--- src/rtl/lab_pkg.sv ---
// Constants shared by the counter, FIFO and drain stages of the lab datapath.
package lab_pkg;

  localparam int BYTE_WIDTH = 8;
  localparam int FIFO_DEPTH = 16;

endpackage

--- src/rtl/byte_fifo_mem.sv ---
// DEPTH x DATA_WIDTH storage: registered write port, asynchronous read port.
// No latency on read, one edge on write; no flow control of its own.
module byte_fifo_mem #(
  parameter int DATA_WIDTH = 8,
  parameter int DEPTH      = 16,
  parameter int ADDR_WIDTH = $clog2(DEPTH)
) (
  input  logic                  clk,
  input  logic                  we_i,
  input  logic [ADDR_WIDTH-1:0] waddr_i,
  input  logic [DATA_WIDTH-1:0] wdata_i,
  input  logic [ADDR_WIDTH-1:0] raddr_i,
  output logic [DATA_WIDTH-1:0] rdata_o
);

  // Left uninitialised and without reset so it can map onto distributed RAM.
  logic [DATA_WIDTH-1:0] mem_q [DEPTH];

  always_ff @(posedge clk) begin
    if (we_i) begin
      mem_q[waddr_i] <= wdata_i;
    end
  end

  assign rdata_o = mem_q[raddr_i];

endmodule

--- src/rtl/byte_fifo.sv ---
// First-word-fall-through byte FIFO: zero read latency, write visible one edge later.
// Writes while full are dropped and latch overflow; the head is held until out_ready.
module byte_fifo
  import lab_pkg::*;
#(
  parameter int DATA_WIDTH        = BYTE_WIDTH,
  parameter int DEPTH             = FIFO_DEPTH,
  parameter int ALMOST_FULL_LEVEL = 12
) (
  input  logic                   clk,
  input  logic                   reset,
  input  logic                   wr_en,
  input  logic [DATA_WIDTH-1:0]  data_in,
  output logic                   full,
  output logic                   almost_full,
  output logic [DATA_WIDTH-1:0]  data_out,
  output logic                   out_valid,
  input  logic                   out_ready,
  output logic [$clog2(DEPTH):0] count,
  output logic                   overflow
);

  localparam int ADDR_WIDTH = $clog2(DEPTH);
  localparam logic [ADDR_WIDTH:0] AF_LEVEL = (ADDR_WIDTH + 1)'(ALMOST_FULL_LEVEL);

  // Extra MSB on each pointer is the wrap bit that separates full from empty.
  logic [ADDR_WIDTH:0] wr_ptr_q, wr_ptr_d;
  logic [ADDR_WIDTH:0] rd_ptr_q, rd_ptr_d;
  logic                overflow_q, overflow_d;
  logic                empty;
  logic                wr_accept;
  logic                pop;

  assign empty = (wr_ptr_q == rd_ptr_q);
  assign full  = (wr_ptr_q[ADDR_WIDTH-1:0] == rd_ptr_q[ADDR_WIDTH-1:0]) &&
                 (wr_ptr_q[ADDR_WIDTH] != rd_ptr_q[ADDR_WIDTH]);

  assign count       = wr_ptr_q - rd_ptr_q;
  assign almost_full = (count >= AF_LEVEL);
  assign out_valid   = ~empty;
  assign overflow    = overflow_q;

  // Full is taken from pre-edge state, so a same-cycle pop never rescues a write.
  assign wr_accept = wr_en & ~full;
  assign pop       = out_valid & out_ready;

  always_comb begin
    wr_ptr_d   = wr_ptr_q;
    rd_ptr_d   = rd_ptr_q;
    overflow_d = overflow_q | (wr_en & full);
    if (wr_accept) begin
      wr_ptr_d = wr_ptr_q + 1'b1;
    end
    if (pop) begin
      rd_ptr_d = rd_ptr_q + 1'b1;
    end
  end

  always_ff @(posedge clk) begin
    if (reset) begin
      wr_ptr_q   <= '0;
      rd_ptr_q   <= '0;
      overflow_q <= 1'b0;
    end else begin
      wr_ptr_q   <= wr_ptr_d;
      rd_ptr_q   <= rd_ptr_d;
      overflow_q <= overflow_d;
    end
  end

  byte_fifo_mem #(
    .DATA_WIDTH (DATA_WIDTH),
    .DEPTH      (DEPTH),
    .ADDR_WIDTH (ADDR_WIDTH)
  ) u_mem (
    .clk     (clk),
    .we_i    (wr_accept & ~reset),
    .waddr_i (wr_ptr_q[ADDR_WIDTH-1:0]),
    .wdata_i (data_in),
    .raddr_i (rd_ptr_q[ADDR_WIDTH-1:0]),
    .rdata_o (data_out)
  );

endmodule

--- config.mk ---
export PLATFORM = sky130hd
export DESIGN_NAME = byte_fifo
export DESIGN_NICKNAME = d
export VERILOG_FILES = /design/src/rtl/lab_pkg.sv /design/src/rtl/byte_fifo_mem.sv /design/src/rtl/byte_fifo.sv
export SDC_FILE = /design/constraint.sdc
export NUM_CORES = 1
export LEC_CHECK = 0
export CAP_MARGIN = 20
export CELL_PAD_IN_SITES_DETAIL_PLACEMENT = 2
export CELL_PAD_IN_SITES_GLOBAL_PLACEMENT = 2
export CORE_MARGIN = 5
export CORE_UTILIZATION = 46
export DETAILED_ROUTE_END_ITERATION = 16
export PLACE_DENSITY = 0.84
export REMOVE_ABC_BUFFERS = 1
export SYNTH_ARGS = -nofsm -noshare
export SYNTH_HDL_FRONTEND = slang
export SYNTH_SLANG_ARGS = --single-unit
--- constraint.sdc ---
create_clock -name clk -period 3 [get_ports clk]
set_input_delay 0.6 -clock clk [delete_from_list [all_inputs] [get_ports clk]]
set_output_delay 0.6 -clock clk [all_outputs]
set_load 0.05 [all_outputs]
# After elaboration in Yosys (flattened, before gate mapping)
# Memories as Yosys holds them, arrays and structs flattened. A register that Yosys moved wholly into a read port is not among the register bits.
# Cells that the tools add are included.
# classes
addsub	3
n_eq_ne	3
bitwise	8
n_mux	4
n_reduce_logical	1
order_cmp	1
# op_table
op	n
$add 5x1->5 const B	2
$mux 4	2
$eq 5x5->1	1
$ge 5x4->1 const B	1
$sub 5x5->5	1
$and 1x1->1	4
$eq 4x4->1	1
$not 1->1	3
$mux 1	2
$logic_and 1x1->1	1
$ne 1x1->1	1
$or 1x1->1	1
# word_totals
mem_bits_rw	128
n_memories	1
out_inout_bits	17
regBits	11
wordCells	24
in_bits	12
# memory_table
name	words	word_bits	read_ports	rd_ports_with_merged_regs	wr	line_no	text
u_mem.mem_q	16	8	1	1	1	byte_fifo_mem.sv:17	logic [DATA_WIDTH-1:0] mem_q [DEPTH];

# Longest topological paths before layout
# Gate-level depths: netlist of run 1.
# depth
word_depth	7
ltp_mapped	8
mapped_depth_nobuf	8

# Modules after synthesis
# A second synthesis of run 1 with hierarchy kept.
# unflattened
hier_cells	313
hier_area_um2	5795.6
# by_module_without_submodules
module	seq_area_each_um2	area_per_inst_um2	n_inst	cells_per_inst
byte_fifo_mem	3843.7	4987.3	1	221
byte_fifo	220.2	808.3	1	92

# Worst setup path after synthesis of run 1
# Ideal clock, no wire load.
# synth_timing
path_kind	register to output
startpoint	reg wr_ptr_q[0]
endpoint	out almost_full
t_required_ns	2.400
stages_incl_launch_ff	9
arrival_ns	2.323
path_slack_ns	0.077
n_path_buf	0
cell_sequence	dfxtp_1 -> inv_1 -> ha_1 -> inv_1 -> fa_1 -> a21o_1 -> a21oi_1 -> xnor2_1 -> a31o_2
# synth_via
elab_chain_len	2
# synth_rtl
element	line_no	text
from (decl)	byte_fifo.sv:27	logic [ADDR_WIDTH:0] wr_ptr_q, wr_ptr_d;
from (signal assigned)	byte_fifo.sv:65	wr_ptr_q <= wr_ptr_d;
$sub 5x5->5	byte_fifo.sv:38	assign count = wr_ptr_q - rd_ptr_q;
net count[4]	byte_fifo.sv:19	output logic [$clog2(DEPTH):0] count,
$ge 5x4->1	byte_fifo.sv:39	assign almost_full = (count >= AF_LEVEL);
to (decl)	byte_fifo.sv:15	output logic almost_full,
# The timed path passes the listed nets, and every way through them passes these cells.

# Worst setup path after layout of run 1
# layout_timing
startpoint	reg wr_ptr_q[0]
endpoint	out almost_full
# layout_via
elab_chain_len	2
# layout_rtl
element	line_no
$sub 5x5->5	byte_fifo.sv:38
$ge 5x4->1	byte_fifo.sv:39
# No other way between the ends.

==> impl_metrics.env, run 1 <==
export IMPL_yosys_warnings=0
export IMPL_critPathTopFamily="compound AO/OA/AOI/OAI gates"
export IMPL_grt_pass1_vias=3425
export IMPL_use_met3_pct=5.13
export IMPL_synthArstFlopShare_pct=0
export IMPL_clk_pin_slew_ns=0.06
export IMPL_drive_gt1_share_pct=28.9
export IMPL_start_util_pct=47.1
export IMPL_p_leak_nw=2.28
export IMPL_finalInstanceArea_um2=6900
export IMPL_n_antenna_cell=0
export IMPL_yosysSeqAreaShare_pct=72.6
export IMPL_crit_path_start_kind="flop"
export IMPL_h_tree_depth=4
export IMPL_finalCriticalPeriod_ns=2.91
export IMPL_antenna_left=0
export IMPL_hold_class="reg2reg"
export IMPL_seq_area_um2=4150
export IMPL_synth_area_leaders="edfxtp_1 (67%), mux4_2 (13%), dfxtp_1 (5.3%)"
export IMPL_path_max_fanout=4
export IMPL_grt_usage_pct=21.8
export IMPL_busiest_layer="met2"
export IMPL_cts_root_buf="clkbuf_16"
export IMPL_critPathKind="reg2out"
export IMPL_nets=391
export IMPL_path_cells="inv_2 > ha_2 > inv_1 > fa_2 > a21o_1 > a21oi_2 > xnor2_2 > a31o_2 > buf_12"
export IMPL_syn_instance_count=308
export IMPL_synth_top_cell_area_share_pct=67.3
export IMPL_firstDrtPassIters=4
export IMPL_yosys_area_top_type="edfxtp_1"
export IMPL_cap_violations=0
export IMPL_fmax_mhz=344
export IMPL_ys_flop_type="edfxtp_1"
export IMPL_tns_ns=0
export IMPL_synth_most_common_cell="edfxtp_1"
export IMPL_cpPeakStageDelay_ns=0.35
export IMPL_synth_common_cells="edfxtp_1 (128), mux4_2 (32), nor2_1 (26)"
export IMPL_cpMaxStageDelayCell="fa_2"
export IMPL_tritoncts="yes"
export IMPL_drv_slew=0
export IMPL_fp_dieH_um=121
export IMPL_grtUsageMet2_pct=37.2
export IMPL_cts_inserted_buffers=17
export IMPL_hold_viol=0
export IMPL_power_density_nw_per_um2=733
export IMPL_finalCritPeriodShare_pct=97.0
export IMPL_multi_input_comb_area_um2=1490
export IMPL_rows=40
export IMPL_rsz0062_at_grt="no"
export IMPL_placed_area_um2=6350
export IMPL_worstPathArrival_ns=2.31
export IMPL_nFillCells=1044
export IMPL_die_area_um2=14700
export IMPL_core_um2=12100
export IMPL_ys_ff_latch=143
export IMPL_crit_required_ns=2.40
export IMPL_setup_viol=0
export IMPL_ios=29
export IMPL_first_iter_violations=321
export IMPL_die_x_um=121
export IMPL_cts_max_path_buffers=2
export IMPL_met1_usage_pct=28.0
export IMPL_max_vdd_ir_drop_mv=0.404
export IMPL_postLayoutCoreUtil_pct=57.0
export IMPL_p_total_mw=5.06
export IMPL_holdWs_ns=0.474
export IMPL_syn_to_final_growth_pct=20.9
export IMPL_grt_max_degree=33
export IMPL_worstMarginPinSlew_ns=0.790
export IMPL_finClkSkew_ns=0.0117
export IMPL_synth_area_per_cell_um2=18.5
export IMPL_drc=0
export IMPL_wl_mm=14.9
export IMPL_critPathCaptureType="output pin"
export IMPL_vias=3162
export IMPL_antenna_found_initial=0
export IMPL_yosysUniqueCellTypes=38
export IMPL_grt_overflow=0
export IMPL_cp_num_buf_inv=3
export IMPL_cts_sinks=143
export IMPL_synth_area_um2=5710
export IMPL_relSlewSlack_pct=47.1
export IMPL_grt_pass1_wl_mm=22.4
export IMPL_routabilityCongestion=0.778
export IMPL_wl_per_cell_um=27.3
export IMPL_place_hpwl_mm=9.91
export IMPL_synth_edff_count=128
export IMPL_status="finished, final reports clean"
export IMPL_cts_hold_buf=0
export IMPL_clk_latency_ns=0.43
export IMPL_io_buffers=28
export IMPL_drt_vias_per_instance=5.77
-- where the power goes --
part           total, mW  internal [mW]  switching [mW]
Sequential          2.24           2.20          0.0376
Clock               1.89           1.11           0.779
Combinational      0.927          0.402           0.525
-- cells by family after synthesis --
family | count (synthesis) | share of synthesized area [%]
and+or+nand+nor | 60 | 4.97
xor gates and xnor gates | 10 | 1.67
adders and majority gates | 10 | 2.32
buffers and inverters | 19 | 1.60
DFF | 143 | 72.6
AOI/OAI and AO/OA | 33 | 4.05
muxes | 33 | 12.8
-- routing by layer --
layer	vias up	routed length, µm
met5	-	0
met4	0	162
met3	16	883
met2	112	8000
met1	1694	5890
li1	1340	-
-- placed cells by master (no fill, tap or decap), types with 4 or more instances in the layout --
| cell type | n |
|---|---|
| o21ai_0 | 5 |
| nor2_1 | 26 |
| nand2_1 | 13 |
| xor2_1 | 5 |
| a22oi_1 | 16 |
| clkbuf_1 | 4 |
| clkbuf_16 | 17 |
| inv_1 | 7 |
| a21oi_1 | 4 |
| dfxtp_2 | 4 |
| nor2b_1 | 4 |
| edfxtp_1 | 128 |
| buf_12 | 6 |
| clkdlybuf4s50_1 | 13 |
| buf_4 | 32 |
| mux4_2 | 32 |
| dfxtp_1 | 10 |
| ha_1 | 8 |
-- path summary, 6_finish.rpt --
check | cells past startpoint | slack (ns) | startpoint | to
worst max-delay path | 9 | 0.09 | wr_ptr_q[0] | almost_full
worst min-delay path | 2 | 0.47 | overflow | overflow
worst max register to register | 8 | 0.50 | wr_ptr_q[2] | u_mem.mem_q[2][2]
worst min register to register | 2 | 0.47 | overflow | overflow
-- worst register-to-register path, delay by kind of cell (launching register included) --
kind | cells | cell delay [ns]
and+or+nand+nor | 4 | 0.82
adders and majority gates | 1 | 0.35
buffers and inverters | 3 | 0.53
DFF | 1 | 0.49
-- metrics by stage --
stage,setup WS [ns],instances
4_1_cts,0.0360,546
5_1_grt,0.00607,548
3_3_place_gp,0.442,516
6_report,0.0893,548
3_5_place_dp,0.312,516
2_1_floorplan,-0.183,297
-- final cells by class --
class                           instances  share of cell area, %
Clock buffer                           21                   6.38
Clock inverter                          9                   1.03
Inverter                                8                  0.435
Multi-Input combinational cell        146                   21.6
Sequential cell                       143                   60.2
Tap cell                              168                   3.05
Timing Repair Buffer                   53                   7.36
-- state kept, by name (all words and copies together) (netlist names), named ones only --
signal and cells:
wr_ptr_q 5, overflow 1, u_mem.mem_q 128, rd_ptr_q 5
-- timing repair --
item | 4_1_cts | 5_1_grt
buffers inserted | 0 | 2
setup endpoints to repair | 4 | 1
gates resized for setup | 8 | 4
pin swaps | 1 | 1
Power figures use the tool's default switching activity.
==> run 2, diff against run 1 <==
--- a/config.mk
+++ b/config.mk
@@ -8,7 +8,7 @@
 export CAP_MARGIN = 20
 export CELL_PAD_IN_SITES_DETAIL_PLACEMENT = 2
 export CELL_PAD_IN_SITES_GLOBAL_PLACEMENT = 2
-export CORE_MARGIN = 5
+export CORE_MARGIN = 2
 export CORE_UTILIZATION = 46
 export DETAILED_ROUTE_END_ITERATION = 16
 export PLACE_DENSITY = 0.84
==> run 2 against run 1 <==
Worst hold slack gained 0.0074 ns. Count of clock-buffer cells in the layout down 1. Clock power up 8%. Critical endpoint unchanged. Largest power group unchanged. Sequential share of layout area shrank 0.24 points. Via count down 0.66%. Clock skew is 0.0011 ns lower.
==> impl_metrics.env, run 2 (synthesized netlist as in run 1, its figures left out) <==
export IMPL_finClkSkew_ns=0.0106
export IMPL_vias=3141
export IMPL_power_density_nw_per_um2=752
export IMPL_wl_mm=15.6
export IMPL_placed_area_um2=6330
export IMPL_drt_vias_per_instance=5.73
export IMPL_cts_root_buf="clkbuf_16"
export IMPL_critPathCaptureType="output pin"
export IMPL_drv_slew=0
export IMPL_grt_usage_pct=26.0
export IMPL_topRoutingLayerUsed="met4"
export IMPL_cts_inserted_buffers=17
export IMPL_layout_setup_ws_ns=0.0824
export IMPL_place_ws_ns=0.303
export IMPL_largestRegisters="u_mem.mem_q (128), rd_ptr_q (5), wr_ptr_q (5)"
export IMPL_clk_latency_ns=0.43
export IMPL_finalCritPeriodShare_pct=97.3
export IMPL_finalInstanceArea_um2=6920
export IMPL_wl_met1_mm=6.17
export IMPL_cap_violations=0
export IMPL_cts_max_path_buffers=2
export IMPL_crit_path_start="wr_ptr_q[1]"
export IMPL_wl_met3_um=957
export IMPL_crit_required_ns=2.40
export IMPL_finalCriticalPeriod_ns=2.92
export IMPL_antenna_left=0
export IMPL_die_x_um=115
export IMPL_hold_class="reg2reg"
export IMPL_worstPathArrival_ns=2.32
export IMPL_setup_viol=0
export IMPL_largest_reg_flops=128
export IMPL_h_tree_depth=4
export IMPL_clk_pin_slew_ns=0.05
export IMPL_syn_to_final_growth_pct=21.3
export IMPL_critPathCapture="almost_full"
export IMPL_routabilityCongestion=0.729
export IMPL_wl_met2_mm=8.08
export IMPL_cts_sinks=143
export IMPL_antenna_found_initial=0
export IMPL_r2r_slack_ns=0.53
export IMPL_firstDrtPassIters=5
export IMPL_rsz0062_at_grt="no"
export IMPL_top_register="u_mem.mem_q"
export IMPL_layout_commonest_cell="edfxtp_1"
export IMPL_critPathKind="reg2out"
export IMPL_nFillCells=1017
export IMPL_place_hpwl_mm=9.81
export IMPL_start_util_pct=47.3
export IMPL_r2r_start="wr_ptr_q[2]"
export IMPL_path_max_fanout=7
export IMPL_core_um2=12100
export IMPL_tritoncts="yes"
export IMPL_fp_dieH_um=115
export IMPL_grt_pass1_wl_mm=23.4
export IMPL_grt_pass1_vias=3560
export IMPL_die_area_um2=13300
export IMPL_relSlewSlack_pct=49.8
export IMPL_worstMarginPinSlew_ns=0.751
export IMPL_n_antenna_cell=0
export IMPL_max_vdd_ir_drop_mv=0.694
export IMPL_io_buffers=28
export IMPL_grt_overflow=0
export IMPL_status="finished, final reports clean"
export IMPL_ios=29
export IMPL_p_leak_nw=2.31
export IMPL_hold_viol=0
export IMPL_crit_path_start_kind="flop"
export IMPL_grt_max_degree=33
export IMPL_drc=0
export IMPL_nets=389
export IMPL_rows=40
export IMPL_holdWs_ns=0.481
export IMPL_postLayoutCoreUtil_pct=57.4
export IMPL_worstRegToRegCells=8
export IMPL_drive_gt1_share_pct=29.2
export IMPL_fmax_mhz=343
export IMPL_r2r_end="u_mem.mem_q[0][5]"
export IMPL_first_iter_violations=220
export IMPL_final_cell_mix="edfxtp_1 (128), mux4_2 (32), buf_4 (31), nor2_1 (26), clkbuf_16 (17)"
export IMPL_wl_per_cell_um=28.5
==> run 2: worst min path at each step <==
stage           startpoint       end  slack [ns]  depth (start not counted)
6_report          overflow  overflow        0.48                          2
3_3_place_gp      overflow  overflow        0.46                          2
3_5_place_dp      overflow  overflow        0.47                          2
4_1_cts           overflow  overflow        0.49                          2
2_1_floorplan  rd_ptr_q[3]      flop        0.48                          2
5_1_grt           overflow  overflow        0.53                          2
==> run 2: per-stage QoR <==
step	TNS (ns)	cells	total power [mW]
after floorplan	-1.45	297	2.86
after global placement	0	515	3.15
after detailed placement	0	515	3.19
after CTS	0	548	5.25
after global routing	0	548	5.38
final	0	548	5.21
==> run 2: final cells by class <==
cell class                      instances  area (µm²)  share of cell area [%]
Inverter                                8        30.0                   0.434
Clock inverter                         12         120                    1.73
Sequential cell                       143        4150                    59.9
Multi-Input combinational cell        146        1490                    21.5
Tap cell                              168         210                    3.04
Timing Repair Buffer                   51         488                    7.05
Clock buffer                           20         437                    6.31
==> run 2: worst max-delay path, stage by stage, from the launching register on <==
cell and delay [ns]:
dfxtp_1 0.52, ha_1 0.32, nor2b_1 0.14, o21a_1 0.17
or3_1 0.33, a31o_2 0.27, buf_12 0.15
==> run 2: power breakdown <==
| part | switching (mW) | internal, mW | leakage, nW | total, mW |
|---|---|---|---|---|
| sequential | 0.0224 | 2.20 | 1.28 | 2.22 |
| clock | 0.836 | 1.21 | 0.269 | 2.05 |
| combinational | 0.545 | 0.393 | 0.767 | 0.938 |
==> run 2: what timing repair did <==
item                       4_1_cts  5_1_grt
hold buffers                     0        0
setup endpoints to repair        3        3
pin swaps                        1        1
resized for setup                3        7
setup buffers                    1        0
gates cloned                     0        0
==> run 2: routing by layer <==
metal	track usage, %	vias to the layer above
li1	-	1338
met1	33.7	1667
met2	41.3	114
met3	7.01	22
met4	11.5	0
met5	0	-
